[src/rtl/uart_rx_if.sv]
// Receiver-side bundle for uart_rx: serial line in, byte/valid/ready handshake
// and error pulses out. The receiver takes the master view.
interface uart_rx_if;
    logic       rx;
    logic [7:0] dout;
    logic       valid;
    logic       ready;
    logic       frame_err;
    logic       overrun;

    modport master (
        input  rx,
        input  ready,
        output dout,
        output valid,
        output frame_err,
        output overrun
    );

    modport slave (
        output rx,
        output ready,
        input  dout,
        input  valid,
        input  frame_err,
        input  overrun
    );
endinterface

[src/rtl/uart_rx.sv]
// 8N1 UART receiver with mid-bit sampling, a one-byte holding register
// and valid/ready hand-off plus framing-error and overrun pulses.
module uart_rx #(
    parameter int CLOCKS_PER_BAUD = 2604
) (
    input  logic      clk,
    input  logic      rst,
    uart_rx_if.master bus
);
    localparam int              CW      = $clog2(CLOCKS_PER_BAUD);
    localparam logic [CW-1:0]   HALF_LD = CW'(CLOCKS_PER_BAUD / 2 - 1);
    localparam logic [CW-1:0]   FULL_LD = CW'(CLOCKS_PER_BAUD - 1);

    typedef enum logic [1:0] {
        IDLE  = 2'b00,
        START = 2'b01,
        DATA  = 2'b10,
        STOP  = 2'b11
    } state_t;

    logic          sync1_q;
    logic          sync2_q;
    logic          rx_prev_q;
    logic [1:0]    fill_q;
    state_t        state_q;
    logic [CW-1:0] cnt_q;
    logic [2:0]    idx_q;
    logic [7:0]    shift_q;
    logic [7:0]    dout_q;
    logic          valid_q;
    logic          frame_err_q;
    logic          overrun_q;

    logic          rx_s;
    logic          fall_s;
    logic          cnt_zero_s;
    logic          take_s;
    logic [7:0]    shift_d;

    // Edge detect, counter terminal and shift helpers.
    always_comb begin
        rx_s       = sync2_q;
        fall_s     = fill_q[1] & rx_prev_q & ~rx_s;
        cnt_zero_s = (cnt_q == {CW{1'b0}});
        take_s     = valid_q & bus.ready;
        shift_d    = {rx_s, shift_q[7:1]};
    end

    // Line synchronizer; fill_q masks the reset value of the flops so a line
    // held low through reset release is not mistaken for a falling edge.
    always_ff @(posedge clk) begin
        if (rst) begin
            sync1_q   <= 1'b1;
            sync2_q   <= 1'b1;
            fill_q    <= 2'b00;
            rx_prev_q <= 1'b0;
        end else begin
            sync1_q   <= bus.rx;
            sync2_q   <= sync1_q;
            fill_q    <= {fill_q[0], 1'b1};
            rx_prev_q <= fill_q[1] & rx_s;
        end
    end

    // Receive FSM with bit timer, holding register and error pulses.
    always_ff @(posedge clk) begin
        if (rst) begin
            state_q     <= IDLE;
            cnt_q       <= {CW{1'b0}};
            idx_q       <= 3'd0;
            shift_q     <= 8'h00;
            dout_q      <= 8'h00;
            valid_q     <= 1'b0;
            frame_err_q <= 1'b0;
            overrun_q   <= 1'b0;
        end else begin
            frame_err_q <= 1'b0;
            overrun_q   <= 1'b0;
            if (take_s) begin
                valid_q <= 1'b0;
            end
            case (state_q)
                IDLE: begin
                    if (fall_s) begin
                        state_q <= START;
                        cnt_q   <= HALF_LD;
                    end
                end
                START: begin
                    if (!cnt_zero_s) begin
                        cnt_q <= cnt_q - {{(CW-1){1'b0}}, 1'b1};
                    end else if (!rx_s) begin
                        state_q <= DATA;
                        cnt_q   <= FULL_LD;
                        idx_q   <= 3'd0;
                    end else begin
                        state_q <= IDLE;
                    end
                end
                DATA: begin
                    if (!cnt_zero_s) begin
                        cnt_q <= cnt_q - {{(CW-1){1'b0}}, 1'b1};
                    end else begin
                        shift_q <= shift_d;
                        idx_q   <= idx_q + 3'd1;
                        cnt_q   <= FULL_LD;
                        if (idx_q == 3'd7) begin
                            state_q <= STOP;
                        end
                    end
                end
                STOP: begin
                    if (!cnt_zero_s) begin
                        cnt_q <= cnt_q - {{(CW-1){1'b0}}, 1'b1};
                    end else begin
                        state_q <= IDLE;
                        if (!rx_s) begin
                            frame_err_q <= 1'b1;
                        end else if (!valid_q || bus.ready) begin
                            // A same-cycle consume frees the register for the new byte.
                            dout_q  <= shift_q;
                            valid_q <= 1'b1;
                        end else begin
                            overrun_q <= 1'b1;
                        end
                    end
                end
                default: begin
                    state_q <= IDLE;
                end
            endcase
        end
    end

    assign bus.dout      = dout_q;
    assign bus.valid     = valid_q;
    assign bus.frame_err = frame_err_q;
    assign bus.overrun   = overrun_q;
endmodule

[src/flat_wrapper.sv]
// flat-port wrapper written by rule: the top's interface ports become plain ports
module uart_rx_flat 
#(
    parameter int CLOCKS_PER_BAUD = 2604
)
  (clk, rst, bus_rx, bus_ready, bus_dout, bus_valid, bus_frame_err, bus_overrun);
  uart_rx_if bus_i ();
  input  logic clk;
  input  logic rst;
  input wire logic [$bits(bus_i.rx)-1:0] bus_rx;
  input wire logic [$bits(bus_i.ready)-1:0] bus_ready;
  output wire logic [$bits(bus_i.dout)-1:0] bus_dout;
  output wire logic [$bits(bus_i.valid)-1:0] bus_valid;
  output wire logic [$bits(bus_i.frame_err)-1:0] bus_frame_err;
  output wire logic [$bits(bus_i.overrun)-1:0] bus_overrun;
  assign bus_i.rx = bus_rx;
  assign bus_i.ready = bus_ready;
  assign bus_dout = bus_i.dout;
  assign bus_valid = bus_i.valid;
  assign bus_frame_err = bus_i.frame_err;
  assign bus_overrun = bus_i.overrun;
  uart_rx #(.CLOCKS_PER_BAUD(CLOCKS_PER_BAUD)) u_core (.clk(clk), .rst(rst), .bus(bus_i));
endmodule
[config.mk]
export PLATFORM = sky130hd
export DESIGN_NAME = uart_rx_flat
export DESIGN_NICKNAME = d
export VERILOG_FILES = /design/src/rtl/uart_rx_if.sv /design/src/rtl/uart_rx.sv /design/src/flat_wrapper.sv
export SDC_FILE = /design/constraint.sdc
export NUM_CORES = 1
export LEC_CHECK = 0
export BUFFER_PORTS_ARGS = -buffer_cell sky130_fd_sc_hd__buf_2
export CORE_MARGIN = 2
export CORE_UTILIZATION = 55
export DETAILED_ROUTE_END_ITERATION = 10
export PLACE_DENSITY = 0.74
export SKIP_LAST_GASP = 1
export SYNTH_ARGS = -nofsm -noshare
export SYNTH_HDL_FRONTEND = slang
export SYNTH_SLANG_ARGS = --single-unit
[constraint.sdc]
create_clock -name clk -period 2.9 [get_ports clk]
set_clock_uncertainty 0.2 [all_clocks]
set_input_delay 0.29 -clock clk [delete_from_list [all_inputs] [get_ports clk]]
set_output_delay 0.29 -clock clk [all_outputs]
set_load 0.02 [all_outputs]
==> summary.txt, run 1 <==
Worst setup path
  • Worst path required time: approximately 2.9 ns
  • Crit-path cells: or4_1 -> nor3_4 -> a21oi_1 -> a211oi_1
  • RR Startpoint: u_core.cnt_q[4]
  • Maximum net fanout on the critical path: 17
  • Critical Path End Type: register
  • R2R Setup Slk: 0.56 ns
  • Crit path launch type: register
  • CP Class: reg -> reg
  • Largest stage delay on the critical path: 0.76 ns
  • Reg-to-reg endpoint: u_core.cnt_q[10]
  • Crit path DAT: roughly 2.4 ns
  • CP Buf/Inv Count: 0
  • Register-to-Register Path Depth: 4
  • CP max stage cell: or4_1
  • Largest delay share family, worst path: simple AND/OR/NAND/NOR gates

Floorplanning
  • Die height: between 60 and 70 um
  • Die X: between 60 and 70 um
  • Rows: 22
  • Die area: 4210 um2
  • Core Region: roughly 3600 um2
  • Initial Util: between 50% and 60%
  • Io pins: 15

Cells and area
  • Layout cells sized above 1: a little over an eighth
  • Post-Layout Cell Count: 307
  • Area grow syn2layout: 10.7%
  • Layout Utilization: between 60 and 70%
  • Antenna cells: 0
  • Fin nets: 270
  • Final Cell Area: 2260 um2

Route
  • Drt pass-1 iters: 5
  • DRC: 0
  • DR WL/cell: roughly 16 um
  • Final ANT Viol Nets: 0
  • Final WL: roughly 4.8 mm
  • Vias: 1926
  • Vias per cell: 6.27
  • DR iter-0 viols: 260

Clock network
  • CTS tree: yes
  • Clock root buffer: clkbuf_8
  • Clock Tree Buf Depth: 2
  • CTS Buf Count: 5
  • Later-pin clock latency in the skew report: about 0.3 ns
  • H-tree lvl count: 2
  • Post-CTS Setup Repair Bufs: 0
  • Worst-path clk slew: 0.08 ns
  • Clock sink count: 41

Global route
  • Grt ovf: 0
  • Largest net degree at the start of global routing: 35
  • Vias in the first global route: 1745
  • GR Util All Layers: between 20 and 30%
  • Initial antenna violation count: 0
  • Global-route wire length before repair: between 8 and 9 mm

Placement
  • Placement Setup Slack: about 0.58 ns
  • I/O Buffers: 14
  • GPL Wtd Cong: a little under 0.9
  • Dpl cell area: 2130 um2
  • Placed cells: between 200 and 300
  • HPWL Detailed: roughly 3.2 mm

Timing
  • Slew at the pin with the worst max-slew slack: between 0.7 and 0.8 ns
  • Max Slew Vio Count: 0
  • Final setup violation count: 0
  • Final min period: 2.34 ns
  • Setup tns final: 0 ns
  • Fin worst setup slack: around 0.56 ns
  • Slew HR: a little under 50%
  • Hold Fails Final Rpt: 0
  • Fmax achieved: ~430 MHz
  • RSZ-0062 raised after global routing: false
  • Period utilization: between 80% and 90%

Worst hold path
  • Worst Hold Launch: bus_ready
  • Worst Hold Class: in -> reg
  • Worst Hold Path EP: u_core.bus.overrun
  • Hold depth: 3

Synthesis
  • Syn Std Cell Area: about 2000 um2
  • Mapped Cells: between 200 and 250
  • Synth cell types: 46
  • Number of synthesized flops with an enable pin: 0
  • Syn_area_per_cell: 8.30 um2
  • Sequential fraction of the synthesis area: 40.2%
  • Synthesis Warnings: 0
  • Syn_nets: approximately 260
  • Ys async rst share: 0%
  • Flop and latch count out of synthesis: 41
  • Dominant synthesized flop cell: dfxtp_1

Pwr
  • Max VDD drop: between 0.5 and 0.6 mV
  • Power Dens Cells: about 600 nW/um2
  • Lkg Pwr: 0.824 nW

Run
  • Maxcap violations: 0

Outcome
  • Status: completed
## metrics by stage
stage                     power (mW)  hold slack, ns
after global placement         0.903           0.192
after floorplan                0.846           0.189
after detailed placement       0.906           0.194
final                           1.38           0.157
after CTS                       1.38           0.151
after global routing            1.45           0.175
## what timing repair did
| action | CTS | global route |
|---|---|---|
| endpoints found under the hold margin | 1 | 0 |
| resized for setup | 0 | 0 |
| hold buffers | 1 | 0 |
## synth_stat cells, types with 2 or more instances
cell	count	area [um2]
dfxtp_1	41	821
a21oi_1	31	155
nand3_1	23	115
o21ai_0	18	90.1
nand2_1	16	60.1
inv_1	13	48.8
nor2_1	11	41.3
clkbuf_1	9	33.8
ha_1	8	100
nor3_1	8	40.0
nor4_1	6	37.5
o211ai_1	6	45.0
nand4_1	5	31.3
and3_1	4	25.0
a211oi_1	3	22.5
a31oi_1	3	18.8
buf_2	3	15.0
or2_2	3	18.8
a41o_1	2	20.0
buf_6	2	22.5
nand2b_1	2	12.5
o221ai_1	2	17.5
o311ai_0	2	17.5
o31ai_1	2	15.0
or4_1	2	15.0
## layout make-up
class                   count  area, um2
multi-input cells         178       1100
inverters                  13       48.8
clock inverters             2       37.5
repair buffers             19        110
fillers                   317       1350
flip-flops and latches     41        821
well taps                  48       60.1
clock buffers               6       82.6
## where the power goes
group	internal, mW	switching (mW)	leakage (nW)
registers	0.577	0.0192	0.332
logic	0.0990	0.209	0.435
clock network	0.280	0.200	0.0574
total	0.955	0.428	0.824
## cell families after synthesis
kind of cell	share of synthesized area, %
buffers and inverters	5.89
DFF	40.2
adders and majority gates	4.91
AOI/OAI and AO/OA	23.5
and+or+nand+nor	25.4
## routing by layer
metal  GRT usage, %  vias to the layer above  share of wire [%]
met5              0                        -                  0
met1           36.7                      895                 49
li1               -                      944                  -
met4           8.78                        0                1.1
met3           6.08                        7                6.3
met2           36.1                       80                 43
## sequential cells by signal (all words and copies together) (netlist names), 2 cells and up, named ones only
signal,count
u_core.bus.dout,8
u_core.cnt_q,12
u_core.fill_q,2
u_core.idx_q,3
u_core.shift_q,8
## tightest hold or removal path: cells and delay by family
family	cells	cell delay, ns
buf+inv	1	0.07
simple gates	2	0.25
## layout by cell type (no fill, tap or decap), types with 3 or more instances in the layout
cell      count
a31oi_1       3
nor2_1       11
nand4_1       5
inv_1        13
nand3_1      23
nand2_1      16
ha_1          8
clkbuf_8      6
buf_2        14
a21oi_1      31
dfxtp_1      41
a211oi_1      3
nor4_1        6
o21ai_0      18
or2_2         3
o211ai_1      6
buf_4         4
nor3_1        8
and3_1        4
## worst max path at each step
stage | startpoint | endpoint | slack (ns) | cells past startpoint
floorplan | u_core.cnt_q[0] | u_core.cnt_q[7] | 0.89 | 6
global placement | u_core.cnt_q[4] | u_core.cnt_q[10] | 0.64 | 4
detailed placement | u_core.cnt_q[4] | u_core.cnt_q[10] | 0.58 | 4
CTS | u_core.cnt_q[4] | u_core.cnt_q[10] | 0.57 | 4
global route | u_core.cnt_q[4] | u_core.cnt_q[10] | 0.39 | 4
finish | u_core.cnt_q[4] | u_core.cnt_q[10] | 0.56 | 4
Note: power is estimated with default switching activity, not from simulation.
==> run 2: changes to the inputs <==
==> constraint.sdc (replaced) <==
create_clock -name clk -period 2.19 [get_ports clk]
set_clock_uncertainty 0.2 [all_clocks]
set_input_delay 0.219 -clock clk [delete_from_list [all_inputs] [get_ports clk]]
set_output_delay 0.219 -clock clk [all_outputs]
set_load 0.02 [all_outputs]
==> run 2 against run 1 <==
Worst setup slack got worse by 0.48 ns. Die area did not move. Via count rose by 2.5%. Sequential share of layout area fell by 2.0 points. Count of clock-buffer cells in the layout did not move. Core utilization rose by 3.7 points. Worst hold slack got worse by 0.061 ns. Cell count rose by 4.9%. Largest cell class unchanged. Highest routed layer unchanged.
==> summary.txt, run 2 (same netlist as run 1, synthesis figures left out) <==
Outcome
  • Status: completed

Cells and area
  • Layout cells sized above 1: 20.4% (+6.9 points)
  • Most frequent cells in the layout: 40 x dfxtp_1, 31 x a21oi_1, 22 x nand3_1
  • Fin nets: 286 (+5.9%)
  • Largest reg by FF count: u_core.cnt_q
  • Antenna cells: 0 (unchanged)
  • Final Cell Area: 2390 um2 (+5.9%)
  • Commonest non-fill, non-tap cell in the layout: dfxtp_1
  • Number of flip-flops in the largest register: 12 (unchanged)
  • Area grow syn2layout: 17.3%
  • Post-Layout Cell Count: 322 (+4.9%)
  • Final-layout fill cell count: 318 (+0.32%)

Timing
  • Fmax achieved: 472 MHz (+11%)
  • Slew HR: 75.1% (+26 points)
  • RSZ-0062 raised after global routing: true
  • Fin worst setup slack: 0.0735 ns (-0.483 ns)
  • Final setup violation count: 0 (unchanged)
  • Max Slew Vio Count: 0 (unchanged)
  • Hold Fails Final Rpt: 0 (unchanged)
  • Period utilization: 96.6% (+16 points)
  • Final min period: 2.12 ns (-0.227 ns)
  • Slew at the pin with the worst max-slew slack: 0.372 ns (-0.382 ns)
  • Setup tns final: 0 ns (unchanged)

Global route
  • Grt ovf: 0 (unchanged)
  • Global-route wire length before repair: 8.65 mm (+3.9%)
  • Initial antenna violation count: 0 (unchanged)
  • Largest net degree at the start of global routing: 20 (-43%)
  • Vias in the first global route: 1826 (+4.6%)
  • GR Util All Layers: 26.8% (+1.6 points)

Route
  • Vias per cell: 6.13 (-2.3%)
  • DR WL/cell: 15.7 um (+1.4%)
  • Vias: 1974 (+2.5%)
  • Final WL: 5.06 mm (+6.3%)
  • DR iter-0 viols: 259 (-0.38%)
  • Drt pass-1 iters: 4 (-1)
  • DRC: 0 (unchanged)
  • Final ANT Viol Nets: 0 (unchanged)

Floorplanning
  • Core Region: 3610 um2 (unchanged)
  • Io pins: 15 (unchanged)
  • Die X: 64.9 um (unchanged)
  • Die area: 4210 um2 (unchanged)
  • Rows: 22 (unchanged)
  • Die height: 64.9 um (unchanged)
  • Initial Util: 56.6% (unchanged)

Worst hold path
  • Worst Hold Launch: bus_ready
  • Worst Hold Class: in -> reg

Worst setup path
  • Maximum net fanout on the critical path: 4 (-13)
  • CP Class: reg -> reg
  • Crit path from: u_core.cnt_q[0]
  • Critical Path End Type: register
  • RR Startpoint: u_core.cnt_q[0]
  • Crit path launch type: register
  • Crit path DAT: 2.13 ns (-0.23 ns)
  • Worst path required time: 2.21 ns (-0.71 ns)

Clock network
  • CTS Buf Count: 5 (unchanged)
  • Clock sink count: 41 (unchanged)
  • CTS tree: yes
  • Clock Tree Buf Depth: 2 (unchanged)
  • Clock root buffer: clkbuf_8
  • Later-pin clock latency in the skew report: 0.29 ns (about the same)
  • Worst-path clk slew: 0.08 ns (about the same)
  • H-tree lvl count: 2 (unchanged)

Placement
  • HPWL Detailed: 3.60 mm (+14%)
  • Dpl cell area: 2250 um2 (+5.5%)
  • Placed cells: 312 (+4.7%)
  • GPL Wtd Cong: 0.883 (-0.57%)
  • I/O Buffers: 14 (unchanged)
  • Placement Setup Slack: 0.0460 ns (-0.534 ns)

Pwr
  • Max VDD drop: 0.425 mV (-21%)
  • Lkg Pwr: 0.916 nW (+11%)
  • Power Dens Cells: 752 nW/um2 (+23%)

Run
  • Maxcap violations: 0 (unchanged)
[run 2: routing by layer]
layer	global-route usage (%)	vias to the layer above	part of all wire, %
met2	40.9	49	47
li1	-	968	-
met4	12.0	0	1.5
met1	36.9	948	47
met3	4.69	9	4.3
met5	0	-	0
[run 2: final timing paths]
check | to | cells after the start | slack [ns]
setup / recovery | u_core.cnt_q[5] | 7 | 0.07
hold reg to reg | u_core.rx_s | 1 | 0.23
setup reg to reg | u_core.cnt_q[5] | 7 | 0.07
hold / removal | u_core.bus.overrun | 3 | 0.1
[run 2: stage by stage]
stage                     util, %  hold WS, ns  power [mW]
after floorplan                 -        0.123        1.12
after global placement       62.3        0.199        1.27
after detailed placement     62.3        0.198        1.28
after CTS                    65.1       0.0879        1.78
after global routing         66.4        0.100        1.90
final                        66.4       0.0961        1.80
[run 2: layout make-up]
cell class              count  area [um2]  area share, %
inverters                  13        48.8           2.04
well taps                  48        60.1           2.51
clock inverters             1        7.51          0.314
repair buffers             35         243           10.1
flip-flops and latches     41         822           34.3
multi-input cells         178        1130           47.2
clock buffers               6        82.6           3.45
[run 2: timing repair]
item / 4_1_cts / 5_1_grt
setup buffers: 0 / 2
endpoints found under the setup margin: 0 / 19
hold buffers: 1 / 0
endpoints found under the hold margin: 1 / 0
gates resized for setup: 0 / 9
[run 2: critical path: stages (launching register included)]
cell      delay, ns
dfxtp_1        0.33
inv_2          0.07
ha_2           0.17
or4b_4         0.52
nor4_4         0.39
buf_4          0.18
o211ai_1       0.09
o221ai_1       0.09
[run 2: where the power goes]
| part | leakage (nW) | switching (mW) | internal, mW | total, mW |
|---|---|---|---|---|
| Sequential | 0.332 | 0.0214 | 0.764 | 0.785 |
| Clock | 0.0433 | 0.255 | 0.249 | 0.504 |
| Combinational | 0.541 | 0.305 | 0.207 | 0.512 |
